File: src/rtl/mult_seq_pkg.sv
// Shared types and helpers for the 16x16 multi-cycle multiplier sequencer.
// Holds the sequencer state encoding, the partial-product index constants,
// the per-index alignment shift and the 16-bit magnitude helper.
package mult_seq_pkg;

   localparam int OP_W   = 16;
   localparam int PROD_W = 32;
   localparam int BYTE_W = 8;

   typedef enum logic [1:0] {
      IDLE = 2'd0,
      MUL  = 2'd1,
      FIX  = 2'd2,
      DONE = 2'd3
   } seqState_t;

   // Partial-product order: aL*bL, aL*bH, aH*bL, aH*bH
   localparam logic [1:0] IDX_LL = 2'd0;
   localparam logic [1:0] IDX_LH = 2'd1;
   localparam logic [1:0] IDX_HL = 2'd2;
   localparam logic [1:0] IDX_HH = 2'd3;

   // Shift table indexed by partial-product index: 0, 8, 8, 16
   function automatic logic [PROD_W-1:0] alignPartial(input logic [2*BYTE_W-1:0] pp,
                                                      input logic [1:0] idx);
      logic [PROD_W-1:0] ext;
      ext = {{(PROD_W-2*BYTE_W){1'b0}}, pp};
      case (idx)
         IDX_LL:  alignPartial = ext;
         IDX_LH:  alignPartial = ext << 8;
         IDX_HL:  alignPartial = ext << 8;
         default: alignPartial = ext << 16;
      endcase
   endfunction

   // 0x8000 maps to itself, which is the correct unsigned magnitude.
   function automatic logic [OP_W-1:0] absVal(input logic [OP_W-1:0] x);
      absVal = x[OP_W-1] ? (~x + 16'd1) : x;
   endfunction

endpackage

File: src/rtl/multiplier_8bit.sv
// 8x8 combinational multiplier array shared by the ALU.
// Ports:
//   a, b      8-bit operands
//   multMode  0 = unsigned, 1 = signed two's complement
//   p         16-bit product
module multiplier_8bit
   import mult_seq_pkg::*;
(
   input  logic [BYTE_W-1:0]   a,
   input  logic [BYTE_W-1:0]   b,
   input  logic                multMode,
   output logic [2*BYTE_W-1:0] p
);

   logic [2*BYTE_W-1:0] aExt;
   logic [2*BYTE_W-1:0] bExt;

   always_comb begin
      aExt = {{BYTE_W{multMode & a[BYTE_W-1]}}, a};
      bExt = {{BYTE_W{multMode & b[BYTE_W-1]}}, b};
      // Low 16 bits of the sign/zero-extended product are the same for
      // signed and unsigned interpretation, so one unsigned multiply serves.
      p    = aExt * bExt;
   end

endmodule

File: src/rtl/mult16_sequencer.sv
// 16x16 multi-cycle multiplier controller. Time-shares one multiplier_8bit
// across four unsigned partial products of the operand magnitudes, then
// applies the sign at the end.
// Ports:
//   clk, rst            clock, async active-high reset
//   inValid / inReady   operand handshake (A, B, multMode sampled on accept)
//   A, B                16-bit operands
//   multMode            0 = unsigned, 1 = signed
//   outValid / outReady product handshake
//   P                   32-bit product, held until the next FIX->DONE edge
//
// state | meaning
// IDLE  | waiting for operands, inReady high
// MUL   | accumulating partial product idx 0..3, one per cycle
// FIX   | applying sign correction into P
// DONE  | P valid, waiting for consumer
module mult16_sequencer
   import mult_seq_pkg::*;
#(
   parameter int WIDTH = 16
) (
   input  logic               clk,
   input  logic               rst,
   input  logic               inValid,
   output logic               inReady,
   input  logic [WIDTH-1:0]   A,
   input  logic [WIDTH-1:0]   B,
   input  logic               multMode,
   output logic               outValid,
   input  logic               outReady,
   output logic [2*WIDTH-1:0] P
);

   seqState_t state;
   seqState_t stateNext;

   logic [OP_W-1:0]     aMag;
   logic [OP_W-1:0]     bMag;
   logic                negRes;
   logic [PROD_W-1:0]   acc;
   logic [1:0]          idx;

   logic                accept;
   logic                accumulate;
   logic                loadP;

   logic [BYTE_W-1:0]   aByte;
   logic [BYTE_W-1:0]   bByte;
   logic [2*BYTE_W-1:0] partial;

   // State register
   always_ff @(posedge clk or posedge rst) begin
      if (rst) state <= IDLE;
      else     state <= stateNext;
   end

   // Next-state logic
   always_comb begin
      stateNext = state;
      case (state)
         IDLE: if (inValid)      stateNext = MUL;
         MUL:  if (idx == IDX_HH) stateNext = FIX;
         FIX:                    stateNext = DONE;
         DONE: if (outReady)     stateNext = IDLE;
         default:                stateNext = IDLE;
      endcase
   end

   // Output / strobe logic; inReady is masked by rst so it is low while
   // reset is held even though the state already reads IDLE.
   always_comb begin
      inReady    = (state == IDLE) && !rst;
      outValid   = (state == DONE);
      accept     = inValid && inReady;
      accumulate = (state == MUL);
      loadP      = (state == FIX);
   end

   // idx selects the operand bytes: bit 1 picks the A half, bit 0 the B half.
   always_comb begin
      aByte = idx[1] ? aMag[OP_W-1:BYTE_W] : aMag[BYTE_W-1:0];
      bByte = idx[0] ? bMag[OP_W-1:BYTE_W] : bMag[BYTE_W-1:0];
   end

   multiplier_8bit uMult (
      .a        (aByte),
      .b        (bByte),
      .multMode (1'b0),
      .p        (partial)
   );

   // Datapath registers
   always_ff @(posedge clk or posedge rst) begin
      if (rst) begin
         aMag   <= '0;
         bMag   <= '0;
         negRes <= 1'b0;
         acc    <= '0;
         idx    <= '0;
         P      <= '0;
      end else begin
         if (accept) begin
            aMag   <= multMode ? absVal(A) : A;
            bMag   <= multMode ? absVal(B) : B;
            negRes <= multMode & (A[OP_W-1] ^ B[OP_W-1]);
            acc    <= '0;
            idx    <= IDX_LL;
         end
         if (accumulate) begin
            acc <= acc + alignPartial(partial, idx);
            idx <= idx + 2'd1;
         end
         if (loadP) begin
            P <= negRes ? (~acc + 32'd1) : acc;
         end
      end
   end

endmodule

File: config.mk
export PLATFORM = sky130hd
export DESIGN_NAME = mult16_sequencer
export DESIGN_NICKNAME = d
export VERILOG_FILES = /design/src/rtl/mult_seq_pkg.sv /design/src/rtl/multiplier_8bit.sv /design/src/rtl/mult16_sequencer.sv
export SDC_FILE = /design/constraint.sdc
export NUM_CORES = 1
export LEC_CHECK = 0
export CORE_UTILIZATION = 53
export CTS_BUF_LIST = sky130_fd_sc_hd__clkbuf_16
export DETAILED_ROUTE_END_ITERATION = 8
export PLACE_DENSITY = 0.83
export REMOVE_ABC_BUFFERS = 1
export SLEW_MARGIN = 0
export SYNTH_ARGS = -nofsm -noshare
export SYNTH_HDL_FRONTEND = slang
export SYNTH_SLANG_ARGS = --single-unit
File: constraint.sdc
create_clock -name clk -period 13.7 [get_ports clk]
set_input_delay 2.74 -clock clk [delete_from_list [all_inputs] [get_ports clk]]
set_output_delay 2.74 -clock clk [all_outputs]
set_load 0.01 [all_outputs]
==> flow_summary.json, run 1 <==
{
  "outcome": "complete, no violations",
  "drc": 0,
  "die_area_sq_um": 17800,
  "diodes": 0,
  "start_kind": "flip-flop",
  "drt-wirelength-per-cell_um": 15.1,
  "synth_adder_area_share_pct": 18.8,
  "slew_headroom_pct": 37.1,
  "grt_pass1_vias": 7335,
  "drive_gt1_share_pct": 5.20,
  "fin_util_pct": 61.7,
  "min_period_over_period_pct": 57.0,
  "clkLatencyLatePin_ns": 0.36,
  "clockBufferDepth": 2,
  "grt_max_degree": 98,
  "synthToLayoutAreaGrowth_pct": 12.7,
  "cts_setup_buffers": 0,
  "hold_viol": 0,
  "synth_xor_area_share_pct": 8.86,
  "synth_ff_type": "dfrtp_1",
  "maxSlewViolCount": 0,
  "register_area_sq_um": 2530,
  "io_buffers": 70,
  "clk_pin_slew_ns": 0.07,
  "netlist-cell-type-count": 62,
  "antenna_found_initial": 0,
  "initial_core_util_pct": 54.8,
  "synth_seq_area_share_pct": 27.6,
  "synthSimpleGateAreaFrac_pct": 19.5,
  "synth_top_family_by_area": "simple AND/OR/NAND/NOR gates",
  "io_pins": 71,
  "hold_depth": 2,
  "synth.cell_area_sq_um": 9150,
  "holdPathEnd": "bMag[8]",
  "clockRootBuffer": "clkbuf_16",
  "path_class": "reg2reg",
  "numCtsBuffers": 9,
  "finalClockSkew_ns": 0.00836,
  "place_hpwl_um": 16200,
  "drv_cap": 0,
  "grt_usage_pct": 24.4,
  "via_per_inst": 5.66,
  "rows": 47,
  "r2r_start": "idx[1]",
  "arrival_ns": 8.06,
  "die_h_um": 133,
  "netlist_instances": 1100,
  "synth-seq-cells": 101,
  "synthMuxAreaShare_pct": 3.34,
  "die_x_um": 133,
  "finalSetupViolCount": 0,
  "min_period_ns": 7.81,
  "cts_tree": "built",
  "synth_area_per_cell_sq_um": 8.32,
  "htree_levels": 3,
  "r2r_cells": 24,
  "ys_async_sr_fraction_pct": 100,
  "hold_ws_ns": 0.481,
  "via_count": 7771,
  "worstPathMaxFanout": 12,
  "hold_start": "bMag[8]",
  "yosysWarnings": 0,
  "rsz0062_at_grt": "false",
  "cp-end-kind": "flip-flop",
  "coreArea_sq_um": 16700,
  "multi_input_area_sq_um": 6160,
  "cts.sinks": 101,
  "cts_hold_buffers": 0,
  "final_antenna_net_count": 0,
  "synth_compound_area_share_pct": 16.8,
  "final_nets": 1300,
  "r2r_end": "acc[28]",
  "tns_ns": 0,
  "gp_congestion": 0.953,
  "grt_pass1_wl_um": 34900,
  "r2r_slack_ns": 5.89,
  "cts.repair.resized": 0,
  "grt_overflow": 0,
  "fmax_mhz": 128,
  "worstPathRequired_ns": 13.95,
  "synth_edf_count": 0,
  "worstMarginPinSlew_ns": 0.918,
  "min_path_type": "reg2reg",
  "fill_cells": 1452,
  "drt_iter0_markers": 388,
  "dr.pass1.iters": 5,
  "wl_um": 20700
}
==> state kept, by name, indices dropped and copies added, names as in the netlist <==
name,cells
P,32
acc,32
aMag,16
bMag,16
idx,2
state,2
negRes,1
==> cells in the final DEF, fill, tap and decap left out, drive strengths merged, types with 9 or more instances in the layout <==
cell type and count:
a21o 14, a21oi 80, a22o 9, and2 14, clkbuf 9, clkdlybuf4s50 70, dfrtp 101, fa 37
ha 78, inv 85, mux2i 26, nand2 141, nand3 16, nor2 121, nor2b 10, nor3 19
o21ai 94, o31ai 14, or2 18, or3 16, xnor2 54, xor2 36
==> kinds of logic after synthesis <==
group / count (synthesis)
and+or+nand+nor: 385
AOI/OAI and AO/OA: 256
buffers and inverters: 122
adders and majority gates: 115
DFF: 101
xor gates and xnor gates: 91
muxes: 30
==> worst max-delay path, stage by stage, from the launching register on <==
cell and delay [ns]:
dfrtp_1 0.67, mux2i_1 0.82, nor2_1 0.14, fa_1 0.50, fa_1 0.50, ha_1 0.30
inv_1 0.05, fa_1 0.52, inv_1 0.04, ha_1 0.35, a21oi_1 0.23, o21bai_1 0.11
a211oi_1 0.33, nor3_1 0.14, nor3_1 0.31, nor3b_1 0.14, o32ai_1 0.35, ha_1 0.37
a21oi_1 0.26, nand2_1 0.10, nor4b_1 0.55, nor4_1 0.18, nor3_1 0.32, o31ai_1 0.13
a211o_1 0.27
==> final cells by class <==
cell class,count,share of cell area [%]
inverters,84,3.08
flip-flops and latches,101,24.5
well taps,220,2.67
multi-input cells,877,59.7
clock inverters,7,0.655
clock buffers,9,2.18
repair buffers,75,7.16
==> Yosys cell counts (6+ instances only) <==
library cell / instances / share of area [%]
o41ai_1: 6 / 0.57
a21oi_1: 78 / 4.3
or3_1: 12 / 0.82
buf_1: 7 / 0.29
or2_2: 18 / 1.2
a21o_1: 14 / 1.1
nor3_1: 19 / 1.0
mux2i_1: 26 / 2.8
o21bai_1: 6 / 0.49
nand2_1: 141 / 5.8
a31oi_1: 6 / 0.41
o21ai_0: 92 / 5.0
inv_1: 84 / 3.4
nand3_1: 15 / 0.82
xnor2_1: 54 / 5.2
clkbuf_1: 29 / 1.2
nor2b_1: 10 / 0.68
nor2_1: 120 / 4.9
o31ai_1: 14 / 1.1
and2_1: 14 / 0.96
xor2_1: 36 / 3.4
dfrtp_1: 101 / 28
nand4_1: 7 / 0.48
ha_1: 78 / 11
a22o_1: 9 / 0.86
nor4_1: 7 / 0.48
fa_1: 37 / 8.1
==> how the worst max path moves through the flow <==
stage / startpoint / cells past startpoint / endpoint
after detailed placement: idx[1] / 24 / acc[25]
after global placement: idx[1] / 23 / acc[28]
after CTS: idx[1] / 23 / acc[28]
final: idx[1] / 24 / acc[28]
after global routing: idx[1] / 24 / acc[28]
after floorplan: idx[1] / 24 / acc[25]
==> layer usage <==
metal  GRT usage [%]  share of wire, %
met3            3.04               4.5
met1            31.0                44
met4            10.2               2.9
met2            41.8                49
met5               0                 0
==> stage by stage <==
step	std cells	setup slack, ns	area, sq um
2_1_floorplan	1062	6.96	8990
3_3_place_gp	1357	6.33	10000
5_1_grt	1373	5.50	10300
4_1_cts	1373	6.04	10300
6_report	1373	5.89	10300
3_5_place_dp	1357	6.10	10000
Power of run 1 is left out: the tool's default activity adds up to more than one toggle a clock period on the data nets, which glitch-free logic cannot reach.
==> inputs of run 2 (changes only) <==
Settings changed: PLACE_DENSITY 0.83 to 0.86.
Clock period 13.7 ns to 7.08 ns, I/O delays scaled along.
==> run 2 against run 1 <==
Critical path depth rose by 1. Fmax rose by 13%. Clock skew rose by 0.00062 ns. Critical path type unchanged. Largest cell class unchanged. Highest routed layer unchanged.
==> flow_summary.json, run 2 (same netlist as run 1, synthesis figures left out) <==
{
  "outcome": "complete, no violations",
  "drv_cap": 0,
  "worstMarginPinSlew_ns": 1.14,
  "clockRootBuffer": "clkbuf_16",
  "r2r_start": "idx[1]",
  "grt_pass1_wl_um": 36200,
  "die_h_um": 133,
  "synthToLayoutAreaGrowth_pct": 17.7,
  "finalClockSkew_ns": 0.00899,
  "place_inst": 1400,
  "hold_viol": 0,
  "clockBufferDepth": 2,
  "hold_ws_ns": 0.482,
  "cts_tree": "built",
  "fmax_mhz": 145,
  "final_common_cell": "nand2_1",
  "cts_hold_buffers": 0,
  "preCtsSetupSlack_ns": -0.136,
  "coreArea_sq_um": 16700,
  "postLayoutCellArea_sq_um": 10800,
  "drive_gt1_share_pct": 10.6,
  "place_hpwl_um": 17000,
  "grt_usage_pct": 25.3,
  "hold_start": "aMag[5]",
  "r2r_slack_ns": 0.16,
  "dr.pass1.iters": 5,
  "final_cell_mix": "140 x nand2_1, 120 x nor2_1, 99 x dfrtp_1",
  "worstPathRequired_ns": 7.33,
  "hold_depth": 2,
  "min_path_type": "reg2reg",
  "final_nets": 1344,
  "cts.sinks": 101,
  "min_period_over_period_pct": 97.7,
  "maxSlewViolCount": 0,
  "diodes": 0,
  "finalSetupViolCount": 0,
  "place_area_sq_um": 10300,
  "worstPathMaxFanout": 4,
  "reg_top3": "P (32), acc (32)",
  "highest-signal-layer": "met4",
  "via_count": 8053,
  "drt_iter0_markers": 509,
  "rows": 47,
  "numCtsBuffers": 9,
  "die_x_um": 133,
  "wl_met3_um": 839,
  "stdcell_count": 1417,
  "rsz0062_at_grt": "true",
  "cp-startpoint": "idx[1]",
  "path_class": "reg2reg",
  "wl_met2_um": 10600,
  "holdPathEnd": "aMag[5]",
  "grt_overflow": 0,
  "start_kind": "flip-flop",
  "drt-wirelength-per-cell_um": 15.4,
  "r2r_cells": 25,
  "initial_core_util_pct": 54.8,
  "die_area_sq_um": 17800,
  "min_period_ns": 6.92,
  "drc": 0,
  "clk_pin_slew_ns": 0.07,
  "finalWorstSetupSlack_ns": 0.162,
  "clkLatencyLatePin_ns": 0.36,
  "htree_levels": 3,
  "wl_met1_um": 9490,
  "via_per_inst": 5.68,
  "wl_um": 21800,
  "antenna_found_initial": 0,
  "io_buffers": 70,
  "io_pins": 71,
  "gp_congestion": 0.960,
  "r2r_end": "acc[31]",
  "cp-end-kind": "flip-flop",
  "grt_pass1_vias": 7626,
  "final_antenna_net_count": 0,
  "arrival_ns": 7.17,
  "grt_max_degree": 98,
  "slew_headroom_pct": 23.9
}
## run 2: cell count changes in the layout (fill, tap and decap cells not counted), sizes merged
cell and delta:
clkinvlp +2, inv -1, clkinv -1, buf +44
## run 2: worst max path at each step
stage                          to  slack (ns)  cells past startpoint
after global placement    acc[31]        0.06                     25
final                     acc[31]        0.16                     25
after detailed placement  acc[31]       -0.14                     25
after CTS                 acc[31]        0.02                     26
after global routing      acc[31]        -0.1                     25
after floorplan           acc[25]        0.34                     24
## run 2: final cells by class
| class | instances | area (sq um) |
|---|---|---|
| inverter | 84 | 318 |
| timing repair buffer | 119 | 1070 |
| multi-input combinational | 877 | 6280 |
| clock buffer | 9 | 225 |
| tap | 220 | 275 |
| sequential | 101 | 2530 |
| clock inverter | 7 | 66.3 |
| fill | 1428 | 5940 |
## run 2: what timing repair did
action                                  CTS  global route
gates resized for setup                   6            23
endpoints found under the setup margin    4            14
buffers inserted                          0             1
pin swaps                                 0             5
## run 2: critical path, stage by stage (launching register included)
cell and delay, ns:
dfrtp_2 0.44, buf_4 0.17, mux2i_4 0.20, or2_2 0.30, fa_1 0.49, fa_1 0.54
inv_1 0.05, fa_1 0.52, inv_1 0.05, fa_1 0.52, inv_1 0.04, ha_1 0.34
a211oi_2 0.34, nor3_2 0.12, nor3_2 0.25, nor3b_2 0.10, o32ai_2 0.30, ha_1 0.30
a21oi_1 0.24, o21ai_0 0.19, a221oi_2 0.25, o41a_1 0.30, o21ai_2 0.12, a31oi_1 0.18
xnor3_1 0.24, a22o_1 0.19
## run 2: per-layer routing
layer,track usage [%],vias to the layer above
li1,-,3952
met1,32.2,3796
met2,42.8,240
met3,3.61,65
met4,11.3,0
met5,0,-
## run 2: stage by stage
step           TNS, ns  util, %
2_1_floorplan        0        -
3_3_place_gp         0     61.9
3_5_place_dp    -0.176     61.9
4_1_cts              0     63.8
5_1_grt         -0.321     64.5
6_report             0     64.5
Power of run 2 is left out for the same reason.
==> inputs of run 3 (changes only) <==
Settings changed: DONT_BUFFER_PORTS from default to 1, PLACE_DENSITY 0.86 to 0.81.
==> run 3 against run 2 <==
Global-route usage down 1.1 points. Routed wire length down 1.9%. Worst setup slack worse by 0.030 ns. Fmax down 0.43%. Sequential share of layout area up 1.6 points. Final area down 6.4%. Register-to-register slack worse by 0.03 ns. Core utilization down 4.1 points. Worst hold slack better by 0.0030 ns. Final cell count down 4.9%. Non-clock buffer count down 69. Count of clock-buffer cells in the layout unchanged. Critical endpoint unchanged.
==> flow_summary.json, run 3 (same netlist as run 1, synthesis figures left out) <==
{
  "crit_family": "adder cells",
  "worstPathRequired_ns": 7.33,
  "antenna_found_initial": 0,
  "maxSlewViolCount": 0,
  "grt_overflow": 0,
  "clk_pin_slew_ns": 0.07,
  "cp_num_buf_inv": 4,
  "cp_slowest_stage_delay_ns": 0.55,
  "io_pins": 71,
  "grt_pass1_wl_um": 34800,
  "drt-wirelength-per-cell_um": 15.8,
  "cts_hold_buffers": 0,
  "via_count": 7651,
  "rsz0062_at_grt": "true",
  "crit_path_frequent_cell": "fa_1",
  "coreArea_sq_um": 16700,
  "crit_slowest_cell": "fa_1",
  "drc": 0,
  "die_x_um": 133,
  "wl_um": 21300,
  "io_buffers": 0,
  "drive_gt1_share_pct": 11.5,
  "start_kind": "flip-flop",
  "grt_max_degree": 68,
  "die_area_sq_um": 17800,
  "fill_cells": 1495,
  "initial_core_util_pct": 54.8,
  "outcome": "complete, no violations",
  "min_period_ns": 6.95,
  "grt_pass1_vias": 7456,
  "fmax_mhz": 144,
  "worstPathMaxFanout": 8,
  "numCtsBuffers": 9,
  "arrival_ns": 7.20,
  "finalClockSkew_ns": 0.00870,
  "cts_tree": "built",
  "drt_iter0_markers": 415,
  "drv_cap": 0,
  "min_path_type": "reg2reg",
  "hold_viol": 0,
  "worstMarginPinSlew_ns": 0.969,
  "clockBufferDepth": 2,
  "rows": 47,
  "clockRootBuffer": "clkbuf_16",
  "cts.sinks": 101,
  "final_common_cell": "nand2_1",
  "htree_levels": 3,
  "via_per_inst": 5.68,
  "die_h_um": 133,
  "tns_ns": 0,
  "synthToLayoutAreaGrowth_pct": 10.2,
  "clkLatencyLatePin_ns": 0.36,
  "final_antenna_net_count": 0,
  "diodes": 0,
  "slew_headroom_pct": 35.2,
  "gp_congestion": 0.949,
  "min_period_over_period_pct": 98.1,
  "final_nets": 1275,
  "finalSetupViolCount": 0,
  "path_class": "reg2reg",
  "place_hpwl_um": 16400,
  "reg_top3": "P (32), acc (32)",
  "dr.pass1.iters": 5,
  "grt_usage_pct": 24.2,
  "final_cell_mix": "140 x nand2_1, 120 x nor2_1, 99 x dfrtp_1",
  "cp-end-kind": "flip-flop"
}
run 3: cell types whose count changed in the layout (fill, tap and decap cells not counted), sizes merged:
cell	before	now
clkbuf	9	10
clkinv	3	4
clkdlybuf4s50	70	0
clkinvlp	3	1
inv	84	85
run 3: through the flow:
step | worst slack, ns | area [sq um] | hold WS (ns) | instances | utilization (%)
2_1_floorplan | 0.344 | 8990 | 0.449 | 1062 | -
3_3_place_gp | 0.0748 | 9620 | 0.462 | 1327 | 57.6
3_5_place_dp | -0.0132 | 9620 | 0.473 | 1327 | 57.6
4_1_cts | 0.0479 | 9900 | 0.487 | 1343 | 59.3
5_1_grt | -0.0780 | 10100 | 0.503 | 1348 | 60.4
6_report | 0.132 | 10100 | 0.485 | 1348 | 60.4
run 3: metal layers:
metal	vias to the layer above	track usage, %	share of wire (%)
met1	3608	30.1	45
met4	0	7.95	2.5
met2	193	42.3	49
met5	-	0	0
met3	42	4.45	4.0
li1	3808	-	-
run 3: worst paths after layout:
check | start | endpoint | slack, ns | cells past startpoint
max | idx[0] | acc[31] | 0.13 | 27
min | bMag[10] | bMag[10] | 0.48 | 2
max reg2reg | idx[0] | acc[31] | 0.13 | 27
min reg2reg | bMag[10] | bMag[10] | 0.48 | 2
max in group asynchronous | rst | acc[23] | 4.98 | 2
min in group asynchronous | rst | state[0] | 1.01 | 1
run 3: repair_timing:
action                     CTS  global route
pin swaps                    0            10
resized for setup            2            28
setup endpoints to repair    2            14
buffers inserted             0             5
run 3: final cells by class:
cell class                      instances  area [sq um]  area share, %
Sequential cell                       101          2530           25.1
Inverter                               84           318           3.15
Clock inverter                          7          57.6          0.571
Tap cell                              220           275           2.73
Clock buffer                            9           225           2.23
Multi-Input combinational cell        877          6300           62.5
Timing Repair Buffer                   50           373           3.70
run 3: worst min-delay path: stages, from the launching register on:
cell	delay (ns)
dfrtp_1	0.35
nand2_1	0.05
o21ai_0	0.06
Power of run 3 is left out for the same reason.
==> RTL change 1: new RTL, settings of run 2 <==
Make the reset (`rst`) synchronous in 2 clocked blocks. Comments in the files are not updated.
--- a/src/rtl/mult16_sequencer.sv
+++ b/src/rtl/mult16_sequencer.sv
@@ -49,7 +49,7 @@
    logic [2*BYTE_W-1:0] partial;
 
    // State register
-   always_ff @(posedge clk or posedge rst) begin
+   always_ff @(posedge clk) begin
       if (rst) state <= IDLE;
       else     state <= stateNext;
    end
@@ -90,7 +90,7 @@
    );
 
    // Datapath registers
-   always_ff @(posedge clk or posedge rst) begin
+   always_ff @(posedge clk) begin
       if (rst) begin
          aMag   <= '0;
          bMag   <= '0;
Function: changed (a bounded check fails within 10 cycles, from zero or initial values and one cycle with rst high; the reset may be asserted at any time).
==> RTL change 1 against run 2 <==
Routed wire length down 2.1%. Worst hold slack worse by 0.016 ns. Non-clock buffer count up 1. Via count down 1.5%. Clock skew about the same. Synthesized area down 4.8%. Synthesized cell count down 2.9%. Design area down 2.4%. Fmax down 0.63%. Critical endpoint is now acc[24]. Worst setup slack worse by 0.044 ns. Sequential cell count unchanged.
Power is left out: it rests on default switching activity, and per cell area and clock period it moved more than threefold.
==> RTL change 1: results (changes against run 2) <==
dr_total_vias: 7934  # was 8053
ant_nets: 0  # unchanged
cts_setup_buffers: 1  # was 0
routedWlPerCell_um: 15.46  # was 15.35 um
synthMostInstantiatedCell: "nor2_1"  # was nand2_1
slew_viol_final: 0  # unchanged
max_stage_delay_ns: 0.52  # was 0.54 ns
min_path_cells: 2  # unchanged
synth_ff_type: "dfxtp_1"  # was dfrtp_1
ys_seq_area_share_pct: 23.23  # was 27.63%
synthCells: 1068  # was 1100
slew_headroom_pct: 16.66  # was 23.93%
clk-insertion-delay-late_ns: 0.37
dr.pass1.iters: 5  # unchanged
cts_root_buf: "clkbuf_16"  # unchanged
maxCapViolCount: 0  # unchanged
layout.nets: 1308  # was 1344
post-dp-hpwl_um: 15680  # was 17050 um
met1_usage_pct: 30.42  # was 32.25%
cp-startpoint: "idx[1]"  # unchanged
grt.total_usage_pct: 25.17  # was 25.34%
dpl_cell_area_um2: 9768  # was 10340 um2
clockBufferDepth: 2  # unchanged
fin_skew_ns: 0.009199  # was 0.008987 ns
reg2reg_from: "idx[1]"  # unchanged
reg_top3: "P: 32 flops, acc: 32 flops"  # unchanged
yosys_warnings: 0  # unchanged
path_clk_slew_ns: 0.07  # about the same
cts_buffers: 9  # unchanged
nFillCells: 1314  # was 1428
htreeDepth: 3  # unchanged
routed_via_density: 5.762  # was 5.683
synth_common_cells: "nor2_1, dfxtp_1, ha_1"  # was nand2_1, nor2_1, dfrtp_1
grt_pass1_vias: 7410  # was 7626
gp_congestion: 0.9198  # was 0.9598
yosys-top-cells-area: "dfxtp_1, ha_1, fa_1, nor2_1, xor2_1"  # was dfrtp_1, ha_1, fa_1, nand2_1, xnor2_1
grt_use_met3_pct: 2.870  # was 3.615%
antenna_found_initial: 0  # unchanged
grt_util_met2_pct: 45.12  # was 42.80%
holdCritStartpoint: "aMag[15]"  # was aMag[5]
hold_class: "flip-flop to flip-flop"  # unchanged
hold_buffers: 0  # unchanged
grt_first_pass_wirelength_um: 34080  # was 36160 um
place_ws_ns: -0.08781  # was -0.1363 ns
io_buffer_count: 70  # unchanged
status: "completed"  # unchanged
cts.repair.resized: 10  # was 6
drive_gt1_share_pct: 11.11  # was 10.61%
worst-path-max-fanout: 6  # was 4
grt_max_degree: 87  # was 98
drtIter0Drc: 458  # was 509
synth-async-reset-ratio_pct: 0  # was 100.0%
synthDistinctLibCells: 51  # was 62
r2r_cells: 30  # was 25
cp.arrival_ns: 7.22  # was 7.17 ns
n_antenna_cell: 0  # unchanged
slowest_stage: "fa_1"  # unchanged
[RTL change 1: changes by cell type after synthesis, sizes merged, moves of 14 or more]
cell,before,now
a22o,9,23
o21ai,94,74
nor2,121,151
nand3b,0,33
nand2,141,59
dfrtp,101,0
a211oi,5,29
dfxtp,0,101
a21oi,80,54
[RTL change 1: worst paths after layout]
kind | to | slack [ns]
setup reg to reg | acc[24] | 0.12
hold reg to reg | aMag[15] | 0.47
hold / removal | aMag[15] | 0.47
setup / recovery | acc[24] | 0.12
[RTL change 1: logic make-up after synthesis]
logic type               count (synthesis)  synth area share, %
AND/OR/NAND/NOR                        354                19.88
AO/OA/AOI/OAI                          260                19.43
buffers and inverters                  115                4.958
adder cells (fa/ha/maj)                115                19.72
flip-flops                             101                23.23
XOR/XNOR                                94                9.457
multiplexers                            29                3.334
[RTL change 1: metal layers]
| metal | routed length, um | up-vias |
|---|---|---|
| met1 | 9299 | 3721 |
| met4 | 574 | 0 |
| met2 | 10450 | 245 |
| met3 | 971 | 55 |
| met5 | 0 | - |
| li1 | - | 3913 |
[RTL change 1: worst max-delay path, delay by kind of cell, from the launching register on]
family / cells / cell delay, ns
adders and majority gates: 6 / 2.46
AOI/OAI and AO/OA: 12 / 2.10
and+or+nand+nor: 5 / 0.93
buffers and inverters: 6 / 0.77
DFF: 1 / 0.38
muxes: 1 / 0.20
[RTL change 1: layout make-up]
| type | count | area [um2] | share of cell area (%) |
|---|---|---|---|
| clock buffers | 9 | 225.2 | 2.143 |
| clock inverters | 7 | 67.56 | 0.6429 |
| inverters | 72 | 270.3 | 2.571 |
| multi-input cells | 852 | 6520 | 62.04 |
| flip-flops and latches | 101 | 2029 | 19.31 |
| well taps | 216 | 270.3 | 2.571 |
| repair buffers | 120 | 1127 | 10.73 |
==> RTL change 2: new RTL, config.mk and constraints of run 2 <==
Without the edit above. Encoding of `seqState_t`: now one-hot (4 bits for 4 states).
--- a/src/rtl/mult_seq_pkg.sv
+++ b/src/rtl/mult_seq_pkg.sv
@@ -7,11 +7,11 @@
    localparam int PROD_W = 32;
    localparam int BYTE_W = 8;
 
-   typedef enum logic [1:0] {
-      IDLE = 2'd0,
-      MUL  = 2'd1,
-      FIX  = 2'd2,
-      DONE = 2'd3
+   typedef enum logic [3:0] {
+      IDLE = 4'b0001,
+      MUL  = 4'b0010,
+      FIX  = 4'b0100,
+      DONE = 4'b1000
    } seqState_t;
 
    // Partial-product order: aL*bL, aL*bH, aH*bL, aH*bH
Function: same outputs for any inputs over 4 cycles, from zero or initial values and one cycle with rst high; so few cycles prove little.
==> RTL change 2 against run 2 <==
Design area rose by 2.1%. Sequential cell count rose by 2. Worst setup slack got worse by 0.024 ns. Via count decreased by 3.9%. Synthesized area down 2.6%. First-iteration DRC count is 25% lower. Routed wire length down 4.5%. Critical path type unchanged.
Power is not shown: default switching activity piles up to over one toggle a cycle in this logic, so the estimate is an artifact.
==> RTL change 2: results (changes against run 2) <==
drt-total-wl_um: 20770  # was 21760 um
cp.arrival_ns: 7.18  # was 7.17 ns
grt_first_pass_wirelength_um: 33470  # was 36160 um
layout.nets: 1298  # was 1344
ys_seq_area_share_pct: 28.95  # was 27.63%
worst_pin_slew_ns: 1.033  # was 1.141 ns
buffers: 137  # was 119
fin_skew_ns: 0.009769  # was 0.008987 ns
register_area_um2: 2580  # was 2530 um2
synth_common_cells: "nor2_1, dfrtp_1, nand2_1"  # was nand2_1, nor2_1, dfrtp_1
inv_count: 75  # was 84
clkSinkCount: 103  # was 101
final-clk-cell-share_pct: 2.777  # was 2.708%
dr_total_vias: 7736  # was 8053
worst-path-max-fanout: 5  # was 4
buffer_area_share_pct: 11.22  # was 9.926%
grt.total_usage_pct: 23.82  # was 25.34%
layout.cells.non_filler: 1377  # was 1417
grt_util_met2_pct: 42.09  # was 42.80%
synthDistinctLibCells: 63  # was 62
drive_gt1_share_pct: 14.52  # was 10.61%
status: "completed"  # unchanged
grt_use_met3_pct: 3.048  # was 3.615%
post-dp-hpwl_um: 15350  # was 17050 um
synthCells: 1041  # was 1100
met1_usage_pct: 29.15  # was 32.25%
yosys-top-cells-area: "dfrtp_1, ha_1, fa_1, nor2_1, xnor2_1"  # was dfrtp_1, ha_1, fa_1, nand2_1, xnor2_1
grt_max_degree: 86  # was 98
routed-wl-met2_um: 10510  # was 10580 um
multi_input_gates: 826  # was 877
dpl_cell_area_um2: 10140  # was 10340 um2
wl_met1_um: 9056  # was 9492 um
layout_min_cycle_time_ns: 6.942  # was 6.918 ns
grt_pass1_vias: 7249  # was 7626
wl_met3_um: 596  # was 839 um
drtIter0Drc: 381  # was 509
nFillCells: 1292  # was 1428
[RTL change 2: cell types whose count changed after synthesis, sizes merged, moves of 5 or more]
cell,delta
nand2,-51
mux2i,-5
nand3,+6
or3,-9
o21ai,-8
ha,-6
a21o,+5
nand2b,+8
or4,+6
xor2,+7
inv,-9
[RTL change 2: what timing repair did]
item                       CTS  global route
setup endpoints to repair    4            11
gates resized for setup      7            83
cloned                       0             0
pin swaps                    4            41
buffers inserted             0            16
[RTL change 2: metrics by stage]
| stage | util [%] | setup slack (ns) | hold WS, ns |
|---|---|---|---|
| after floorplan | - | -0.05083 | 0.4492 |
| after global placement | 61.38 | -0.04085 | 0.4620 |
| after detailed placement | 61.38 | -0.1756 | 0.4700 |
| after CTS | 63.37 | 0.01914 | 0.4850 |
| after global routing | 66.53 | -0.1298 | 0.5117 |
| final | 66.53 | 0.1383 | 0.4876 |
[RTL change 2: final timing paths]
kind / startpoint / to / slack, ns / cells after the start
setup / recovery: idx[0] / acc[28] / 0.14 / 28
hold reg to reg: bMag[1] / bMag[1] / 0.49 / 2
max in group asynchronous: rst / acc[27] / 4.42 / 3
setup reg to reg: idx[0] / acc[28] / 0.14 / 28
hold / removal: bMag[1] / bMag[1] / 0.49 / 2
min in group asynchronous: rst / state[3] / 1.49 / 2
[RTL change 2: logic make-up (layout without fill, tap and decap cells)]
| kind of cell | after synthesis | in the layout | synth area share [%] |
|---|---|---|---|
| flip-flops | 103 | 103 | 28.95 |
| buffers and inverters | 112 | 228 | 4.719 |
| AND/OR/NAND/NOR | 342 | 342 | 18.09 |
| XOR/XNOR | 93 | 93 | 9.143 |
| multiplexers | 22 | 22 | 2.486 |
| AO/OA/AOI/OAI | 260 | 260 | 18.19 |
| adder cells (fa/ha/maj) | 109 | 109 | 18.43 |
